==> config.mk <==
export PLATFORM = sky130hd
export DESIGN_NAME = instr_mem_loader
export DESIGN_NICKNAME = d
export VERILOG_FILES = /design/src/rtl/instr_mem_loader.sv
export SDC_FILE = /design/constraint.sdc
export NUM_CORES = 1
export LEC_CHECK = 0
export BUFFER_PORTS_ARGS = -buffer_cell sky130_fd_sc_hd__buf_2
export CORE_MARGIN = 3
export CORE_UTILIZATION = 58
export DETAILED_ROUTE_END_ITERATION = 7
export PLACE_DENSITY_LB_ADDON = 0.1
export SLEW_MARGIN = 20
export SYNTH_ARGS = -nofsm -noshare
export SYNTH_HDL_FRONTEND = slang
export SYNTH_SLANG_ARGS = --single-unit
==> constraint.sdc <==
create_clock -name clk -period 2.8 [get_ports clk]
set_input_delay 0.42 -clock clk [delete_from_list [all_inputs] [get_ports clk]]
set_output_delay 0.42 -clock clk [all_outputs]
set_load 0.03 [all_outputs]
==> src/rtl/instr_mem_loader.sv <==
// instr_mem_loader: turns a valid/ready byte stream (address, count, 3-byte words)
// into one instruction-memory write per 19-bit word.
module instr_mem_loader #(
    parameter int ADDR_W  = 12,
    parameter int INSTR_W = 19,
    parameter int DEPTH   = 4096
) (
    input  logic               clk,
    input  logic               rst,
    input  logic               start,
    input  logic [7:0]         in_data,
    input  logic               in_valid,
    output logic               in_ready,
    output logic               mem_we,
    output logic [ADDR_W-1:0]  mem_addr,
    output logic [INSTR_W-1:0] mem_wdata,
    output logic               busy,
    output logic               done,
    output logic               error
);
    typedef enum logic [3:0] {IDLE, ADDR_LO, ADDR_HI, CNT_LO, CNT_HI, B0, B1, B2, WRITE, DONE} state_t;

    state_t             state_q, state_d;
    logic [ADDR_W-1:0]  addr_q, addr_d, mem_addr_q, mem_addr_d;
    logic [ADDR_W:0]    cnt_q, cnt_d;
    logic [15:0]        word_q, word_d;
    logic [INSTR_W-1:0] mem_wdata_q, mem_wdata_d;
    logic               error_q, error_d;
    logic               in_ready_q, mem_we_q, busy_q, done_q;
    logic               accept;

    assign accept = in_valid && in_ready_q;

    always_comb begin
        state_d     = state_q;
        addr_d      = addr_q;
        cnt_d       = cnt_q;
        word_d      = word_q;
        mem_addr_d  = mem_addr_q;
        mem_wdata_d = mem_wdata_q;
        error_d     = error_q;
        case (state_q)
            IDLE: if (start) begin
                state_d = ADDR_LO;
                error_d = 1'b0;
            end
            ADDR_LO: if (accept) begin
                addr_d[7:0] = in_data;
                state_d     = ADDR_HI;
            end
            ADDR_HI: if (accept) begin
                addr_d[11:8] = in_data[3:0];
                state_d      = CNT_LO;
            end
            CNT_LO: if (accept) begin
                cnt_d[7:0] = in_data;
                state_d    = CNT_HI;
            end
            CNT_HI: if (accept) begin
                cnt_d   = {in_data[4:0], cnt_q[7:0]};
                error_d = cnt_d > 13'(DEPTH);
                state_d = (cnt_d == '0 || error_d) ? DONE : B0;
            end
            B0: if (accept) begin
                word_d[7:0] = in_data;
                state_d     = B1;
            end
            B1: if (accept) begin
                word_d[15:8] = in_data;
                state_d      = B2;
            end
            // Stray high bits in the last byte flag an error but the word still goes out.
            B2: if (accept) begin
                mem_addr_d  = addr_q;
                mem_wdata_d = {in_data[2:0], word_q};
                error_d     = error_q | (|in_data[7:3]);
                state_d     = WRITE;
            end
            WRITE: begin
                addr_d  = addr_q + 12'd1;
                cnt_d   = cnt_q - 13'd1;
                state_d = (cnt_q > 13'd1) ? B0 : DONE;
            end
            default: state_d = IDLE;
        endcase
    end

    always_ff @(posedge clk or negedge rst) begin
        if (!rst) begin
            state_q     <= IDLE;
            addr_q      <= '0;
            cnt_q       <= '0;
            word_q      <= '0;
            mem_addr_q  <= '0;
            mem_wdata_q <= '0;
            error_q     <= 1'b0;
            in_ready_q  <= 1'b0;
            mem_we_q    <= 1'b0;
            busy_q      <= 1'b0;
            done_q      <= 1'b0;
        end else begin
            state_q     <= state_d;
            addr_q      <= addr_d;
            cnt_q       <= cnt_d;
            word_q      <= word_d;
            mem_addr_q  <= mem_addr_d;
            mem_wdata_q <= mem_wdata_d;
            error_q     <= error_d;
            in_ready_q  <= state_d inside {[ADDR_LO:B2]};
            mem_we_q    <= state_d == WRITE;
            busy_q      <= !(state_d inside {IDLE, DONE});
            done_q      <= state_d == DONE;
        end
    end

    assign in_ready  = in_ready_q;
    assign mem_we    = mem_we_q;
    assign mem_addr  = mem_addr_q;
    assign mem_wdata = mem_wdata_q;
    assign busy      = busy_q;
    assign done      = done_q;
    assign error     = error_q;
endmodule

==> flow_summary.yaml, run 1 <==
power_and_ir_drop:
  power_mw: 4.742
  p_int_mw: 2.774
  switchingPower_mw: 1.968
  leakage_nw: 1.928
  ir_worst_vdd_v: 0.0007300
  swShare: 0.4150
  p_seq_frac: 0.449
  combinationalPowerShare: 0.379
  clkPwrFrac: 0.171
  power_density_nw_per_um2: 1099
timing:
  setup_viol: 0
  clock.fmax_ghz: 0.4473
  tns_ps: 0
  hold_viol: 0
  period_minus_slack_ps: 2236
  fin_crit_sh: 0.7984
  worst_pin_slew_ps: 985.8
  hold_ws_ps: 206.4
  relSlewSlack: 0.3428
  slew_viol_final: 0
  finClkSkew_ps: 10.48
  worst_slack_ps: 564.5
  rsz0062_at_grt: "false"
logic_synthesis:
  ys_seq_elements: 81
  synth_cells: 341
  ys_warn_count: 0
  synth_fp_nets: 357
  synthesis.area_um2: 3821
  synth_ff_type: "dfrtp_1"
  ys_seq_area_frac: 0.5305
  syn_area_per_cell_um2: 11.21
  synthArstFlopShare: 1.000
  synth_edf_count: 0
  yosysUniqueCellTypes: 51
die:
  die_y_um: 87.17
  initial_core_util: 0.6233
  core_um2: 6131
  row_count: 28
  die_area_um2: 7598
  ios: 48
  die_w_um: 87.17
clock_network:
  cts_tree: "yes"
  cts_max_level: 3
  clock-root-buffer: "clkbuf_8"
  cts_buffers: 9
  ctsHoldBuffers: 0
  clk_pin_slew_ps: 80
  clock_sinks: 81
  cts.repair.resized: 0
  postCtsSetupBuffers: 0
  clockBufferDepth: 2
  insertion_delay_ps: 360
route:
  routed.top_layer: "met4"
  vias_per_cell: 6.178
  vias: 2910
  drt-met1-wl_mm: 3.857
  drc_errors: 0
  drt-pass1-iter-count: 5
  wl_met2_mm: 4.056
  initialDrtViolationCount: 271
  route.met3.wl_um: 500
  wl_per_cell_um: 18.37
  routed_wl_mm: 8.654
  postRouteAntennaNets: 0
global_route:
  antenna_found_initial: 0
  grt_max_degree: 82
  grt_usage: 0.2447
  overflow: 0
  grt_pass1_vias: 2751
  grt_pass1_wl_mm: 14.06
status:
  outcome: "complete, no violations"
setup_path:
  worstPathCellList: "inv_1 > ha_1 > or4b_2 > nor4_4 > nand3_1 > a311oi_2 > a21oi_1"
  arrival_ps: 2470
  end_kind: "flip-flop"
  cp-start-kind: "flip-flop"
  max_stage_delay_ps: 650
  criticalPathCategory: "reg -> reg"
  crit_fanout: 7
  worstPathRequired_ps: 3030
  cp_slowest_cell: "or4b_2"
placement:
  portBuffers: 47
  placed_cell_area_um2: 4130
  place_ws_ps: 589.0
  routabilityCongestion: 0.9133
  hpwl_mm: 5.816
finish:
  drive_gt1_frac: 0.3384
  syn2layout_area_growth_pct: 12.97
  n_antenna_cell: 0
  final_area_um2: 4317
  nNetsFinal: 407
min_path:
  hp-class: "in -> async"
job:
  drv_cap: 0
[placed cells by master (no fill, tap or decap), types with 4 or more instances in the layout]
cell	netlist	layout
dfrtp_1	81	81
mux2_2	48	48
buf_2	5	46
nand2_1	30	30
nor2_1	27	26
a21oi_1	19	19
o21ai_0	18	18
nand3_1	15	15
clkbuf_8	0	10
inv_1	9	9
nor3_1	7	7
buf_4	0	6
o21a_1	5	5
or3_1	4	4
nor4_1	4	4
and3_1	4	4
ha_1	4	4
[power by group through the flow]
stage / clock network [mW] / registers, mW / logic (mW)
3_5_place_dp: 0 / 2.15 / 1.79
3_3_place_gp: 0 / 2.12 / 1.76
5_1_grt: 0.894 / 2.21 / 1.96
4_1_cts: 0.825 / 2.13 / 1.80
6_report: 0.812 / 2.13 / 1.80
2_1_floorplan: 0 / 2.37 / 1.01
[synthesized netlist by cell type, types with 2 or more instances]
cell type	count	area, um2
dfrtp_1	81	2027
inv_1	9	33.78
ha_1	4	50.05
or2_2	2	12.51
nor2_1	27	101.4
and3_1	4	25.02
nand2_1	30	112.6
o32ai_1	2	17.52
o22ai_1	3	18.77
o311ai_0	3	26.28
nor2b_1	3	18.77
buf_2	5	25.02
mux2i_1	2	20.02
o21a_1	5	37.54
nand3_1	15	75.07
a221oi_1	2	17.52
or3_1	4	25.02
o211ai_1	3	22.52
or4_1	2	15.01
nor4_1	4	25.02
mux2_2	48	540.5
o21ai_0	18	90.09
nor3_1	7	35.03
a221o_1	3	30.03
clkbuf_1	6	22.52
a31oi_1	2	12.51
o221a_2	3	33.78
xnor2_1	2	17.52
a21oi_1	19	95.09
and4_1	2	17.52
[critical path: cells and delay by family, from the launching register on]
family                   cells  cell delay, ps
adder cells (fa/ha/maj)      1             140
AND/OR/NAND/NOR              3            1050
flip-flops                   1             450
buffers and inverters        1             110
AO/OA/AOI/OAI                2             370
[stage by stage]
stage,util,std cells
2_1_floorplan,-,341
3_3_place_gp,0.6737,455
3_5_place_dp,0.6737,455
4_1_cts,0.7041,471
5_1_grt,0.7041,471
6_report,0.7041,471
[sequential cells by signal, summed over array words and instances (netlist names)]
name       count
addr_q        12
done           1
busy           1
mem_addr      12
mem_wdata     19
in_ready       1
word_q        16
mem_we         1
cnt_q         13
state_q        4
error          1
[metal layers]
layer  vias to the layer above  global-route usage
met4                         0              0.1172
met1                      1409              0.3433
li1                       1364                   -
met5                         -                   0
met2                       111              0.3665
met3                        26             0.04825
[worst paths after layout]
path	start	to	slack [ps]	cells past startpoint
setup / recovery	cnt_q[0]$_DFFE_PN0P_	busy$_DFF_PN0_	560	7
hold / removal	rst	cnt_q[2]$_DFFE_PN0P_	210	1
setup reg to reg	cnt_q[0]$_DFFE_PN0P_	busy$_DFF_PN0_	560	7
hold reg to reg	word_q[0]$_DFFE_PN0P_	mem_wdata[0]$_DFFE_PN0P_	500	1
max in group asynchronous	rst	mem_addr[6]$_DFFE_PN0P_	1940	1
min in group clk	in_data[6]	word_q[6]$_DFFE_PN0P_	370	2
[final cells by class]
| type | count | area, um2 |
|---|---|---|
| fill | 456 | 1814 |
| timing repair buffer | 52 | 275.3 |
| clock inverter | 6 | 48.80 |
| sequential | 81 | 2027 |
| multi-input combinational | 238 | 1700 |
| inverter | 9 | 33.78 |
| tap | 75 | 93.84 |
| clock buffer | 10 | 137.6 |
[cells by family after synthesis]
kind of cell,Yosys count,synth area share
AND/OR/NAND/NOR,110,0.1529
flip-flops,81,0.5305
AO/OA/AOI/OAI,72,0.1271
multiplexers,50,0.1467
buffers and inverters,22,0.02521
adder cells (fa/ha/maj),4,0.01310
XOR/XNOR,2,0.004585
No activity file was read; power rests on OpenSTA's default activity.
==> run 2: changes to the inputs <==
==> constraint.sdc (replaced) <==
create_clock -name clk -period 2.2 [get_ports clk]
set_input_delay 0.33 -clock clk [delete_from_list [all_inputs] [get_ports clk]]
set_output_delay 0.33 -clock clk [all_outputs]
set_load 0.03 [all_outputs]
==> run 2 against run 1 <==
Non-clock buffer count rose by 19. Critical path depth fell by 1. Sequential share of layout area fell by 2.2 points. Final area rose by 4.9%. Die area did not move. Clock-buffer cell count fell by 1. Register-to-register slack got worse by 370 ps. Clock power rose by 50%. Worst setup slack got worse by 370 ps. Sequential power rose by 24%. Largest cell class unchanged. Largest power group unchanged.
==> flow_summary.yaml, run 2 (synthesis results as in run 1) <==
status:
  outcome: "complete, no violations"
finish:
  nNetsFinal: 426
  layout_common_cells: "dfrtp_1, mux2_2, buf_2, nand2_1, nor2_1"
  n_antenna_cell: 0
  final_area_um2: 4529
  syn2layout_area_growth_pct: 18.53
  fillCellCount: 429
  drive_gt1_frac: 0.3687
  largest_reg_flops: 19
  final_common_cell: "dfrtp_1"
die:
  core_um2: 6131
  row_count: 28
  ios: 48
  initial_core_util: 0.6233
  die_w_um: 87.17
  die_area_um2: 7598
  die_y_um: 87.17
setup_path:
  r2r_setup_slack_ps: 190
  cp_slowest_cell: "or4b_4"
  crit_fanout: 4
  max_stage_delay_ps: 460
  cp-start-kind: "flip-flop"
  critPathBufInv: 1
  worstPathRequired_ps: 2440
  end_kind: "flip-flop"
  worstPathCellList: "inv_1 > ha_1 > or4b_4 > nor4_4 > xnor2_1 > a221o_1"
  arrival_ps: 2250
  criticalPathCategory: "reg -> reg"
  crit_family: "simple AND/OR/NAND/NOR gates"
clock_network:
  clk_pin_slew_ps: 80
  insertion_delay_ps: 360
  cts_buffers: 9
  cts_max_level: 3
  cts_tree: "yes"
  clockBufferDepth: 2
  clock_sinks: 81
  clock-root-buffer: "clkbuf_8"
timing:
  fin_crit_sh: 0.9135
  relSlewSlack: 0.7145
  worst_pin_slew_ps: 428.2
  finClkSkew_ps: 12.83
  rsz0062_at_grt: "false"
  hold_viol: 0
  tns_ps: 0
  clock.fmax_ghz: 0.4976
  period_minus_slack_ps: 2010
  setup_viol: 0
  slew_viol_final: 0
global_route:
  overflow: 0
  grt_usage: 0.2516
  grt_pass1_wl_mm: 14.59
  grt_pass1_vias: 2883
  antenna_found_initial: 0
  grt_max_degree: 82
job:
  drv_cap: 0
route:
  wl_per_cell_um: 17.85
  initialDrtViolationCount: 161
  vias: 2979
  drc_errors: 0
  vias_per_cell: 6.080
  postRouteAntennaNets: 0
  drt-pass1-iter-count: 5
  routed_wl_mm: 8.747
power_and_ir_drop:
  leakage_nw: 2.050
  ir_worst_vdd_v: 0.0009083
  power_density_nw_per_um2: 1393
placement:
  hpwl_mm: 6.153
  portBuffers: 47
  routabilityCongestion: 0.8850
  placed_cell_area_um2: 4283
min_path:
  hp-class: "in -> reg"
[run 2: cell types whose count changed in the layout (fill, tap and decap cells not counted), sizes merged]
cell,previous run,this run
clkinvlp,3,1
inv,12,11
buf,52,70
bufinv,0,2
clkinv,0,2
dlygate4sd3,0,1
clkbuf,10,9
[run 2: path summary, 6_finish.rpt]
| kind | to | cells after the start | startpoint |
|---|---|---|---|
| min in group asynchronous | cnt_q[4]$_DFFE_PN0P_ | 3 | rst |
| min | word_q[6]$_DFFE_PN0P_ | 2 | in_data[6] |
| max in group asynchronous | mem_addr[10]$_DFFE_PN0P_ | 3 | rst |
| min reg2reg | mem_wdata[8]$_DFFE_PN0P_ | 1 | mem_wdata[8]$_DFFE_PN0P_ |
| max | state_q[2]$_DFF_PN0_ | 6 | cnt_q[0]$_DFFE_PN0P_ |
| max reg2reg | state_q[2]$_DFF_PN0_ | 6 | cnt_q[0]$_DFFE_PN0P_ |
[run 2: timing repair]
| action | in CTS | in global routing |
|---|---|---|
| hold buffers | 1 | 0 |
| buffers inserted | 0 | 1 |
| hold endpoints to repair | 12 | 0 |
| resized for setup | 0 | 2 |
| endpoints found under the setup margin | 0 | 2 |
[run 2: stage by stage]
stage / hold WS [ps] / setup WS [ps] / std cells / power (mW) / utilization
after floorplan: 34.41 / 140.3 / 341 / 4.313 / -
after detailed placement: 385.5 / 102.3 / 472 / 5.096 / 0.6986
after global routing: 280.7 / 44.63 / 490 / 6.722 / 0.7388
final: 272.2 / 190.2 / 490 / 6.309 / 0.7388
after CTS: 267.0 / 85.75 / 489 / 6.334 / 0.7369
after global placement: 383.6 / 148.4 / 472 / 5.002 / 0.6986
[run 2: area by class of cell]
| class | instances | area (um2) | area share |
|---|---|---|---|
| inverters | 9 | 33.78 | 0.007459 |
| well taps | 75 | 93.84 | 0.02072 |
| flip-flops and latches | 81 | 2027 | 0.4475 |
| multi-input cells | 238 | 1704 | 0.3762 |
| clock inverters | 7 | 101.3 | 0.02238 |
| repair buffers | 71 | 445.4 | 0.09834 |
| clock buffers | 9 | 123.9 | 0.02735 |
[run 2: metal layers]
metal | global-route usage | vias to the layer above | routed length [um]
met5 | 0 | - | 0
met4 | 0.09344 | 0 | 227
met3 | 0.05109 | 23 | 419
met2 | 0.4037 | 91 | 4258
met1 | 0.3398 | 1471 | 3841
li1 | - | 1394 | -
[run 2: report_power, final]
part / total, mW / switching, mW / internal (mW)
Clock: 1.22 / 0.569 / 0.650
Combinational: 2.43 / 1.39 / 1.04
Sequential: 2.65 / 0.523 / 2.13
[run 2: worst reg2reg max path: stages (launching register included)]
cell	delay, ps
dfrtp_1	390
inv_1	90
ha_1	140
or4b_4	460
nor4_4	340
xnor2_1	130
a221o_1	350
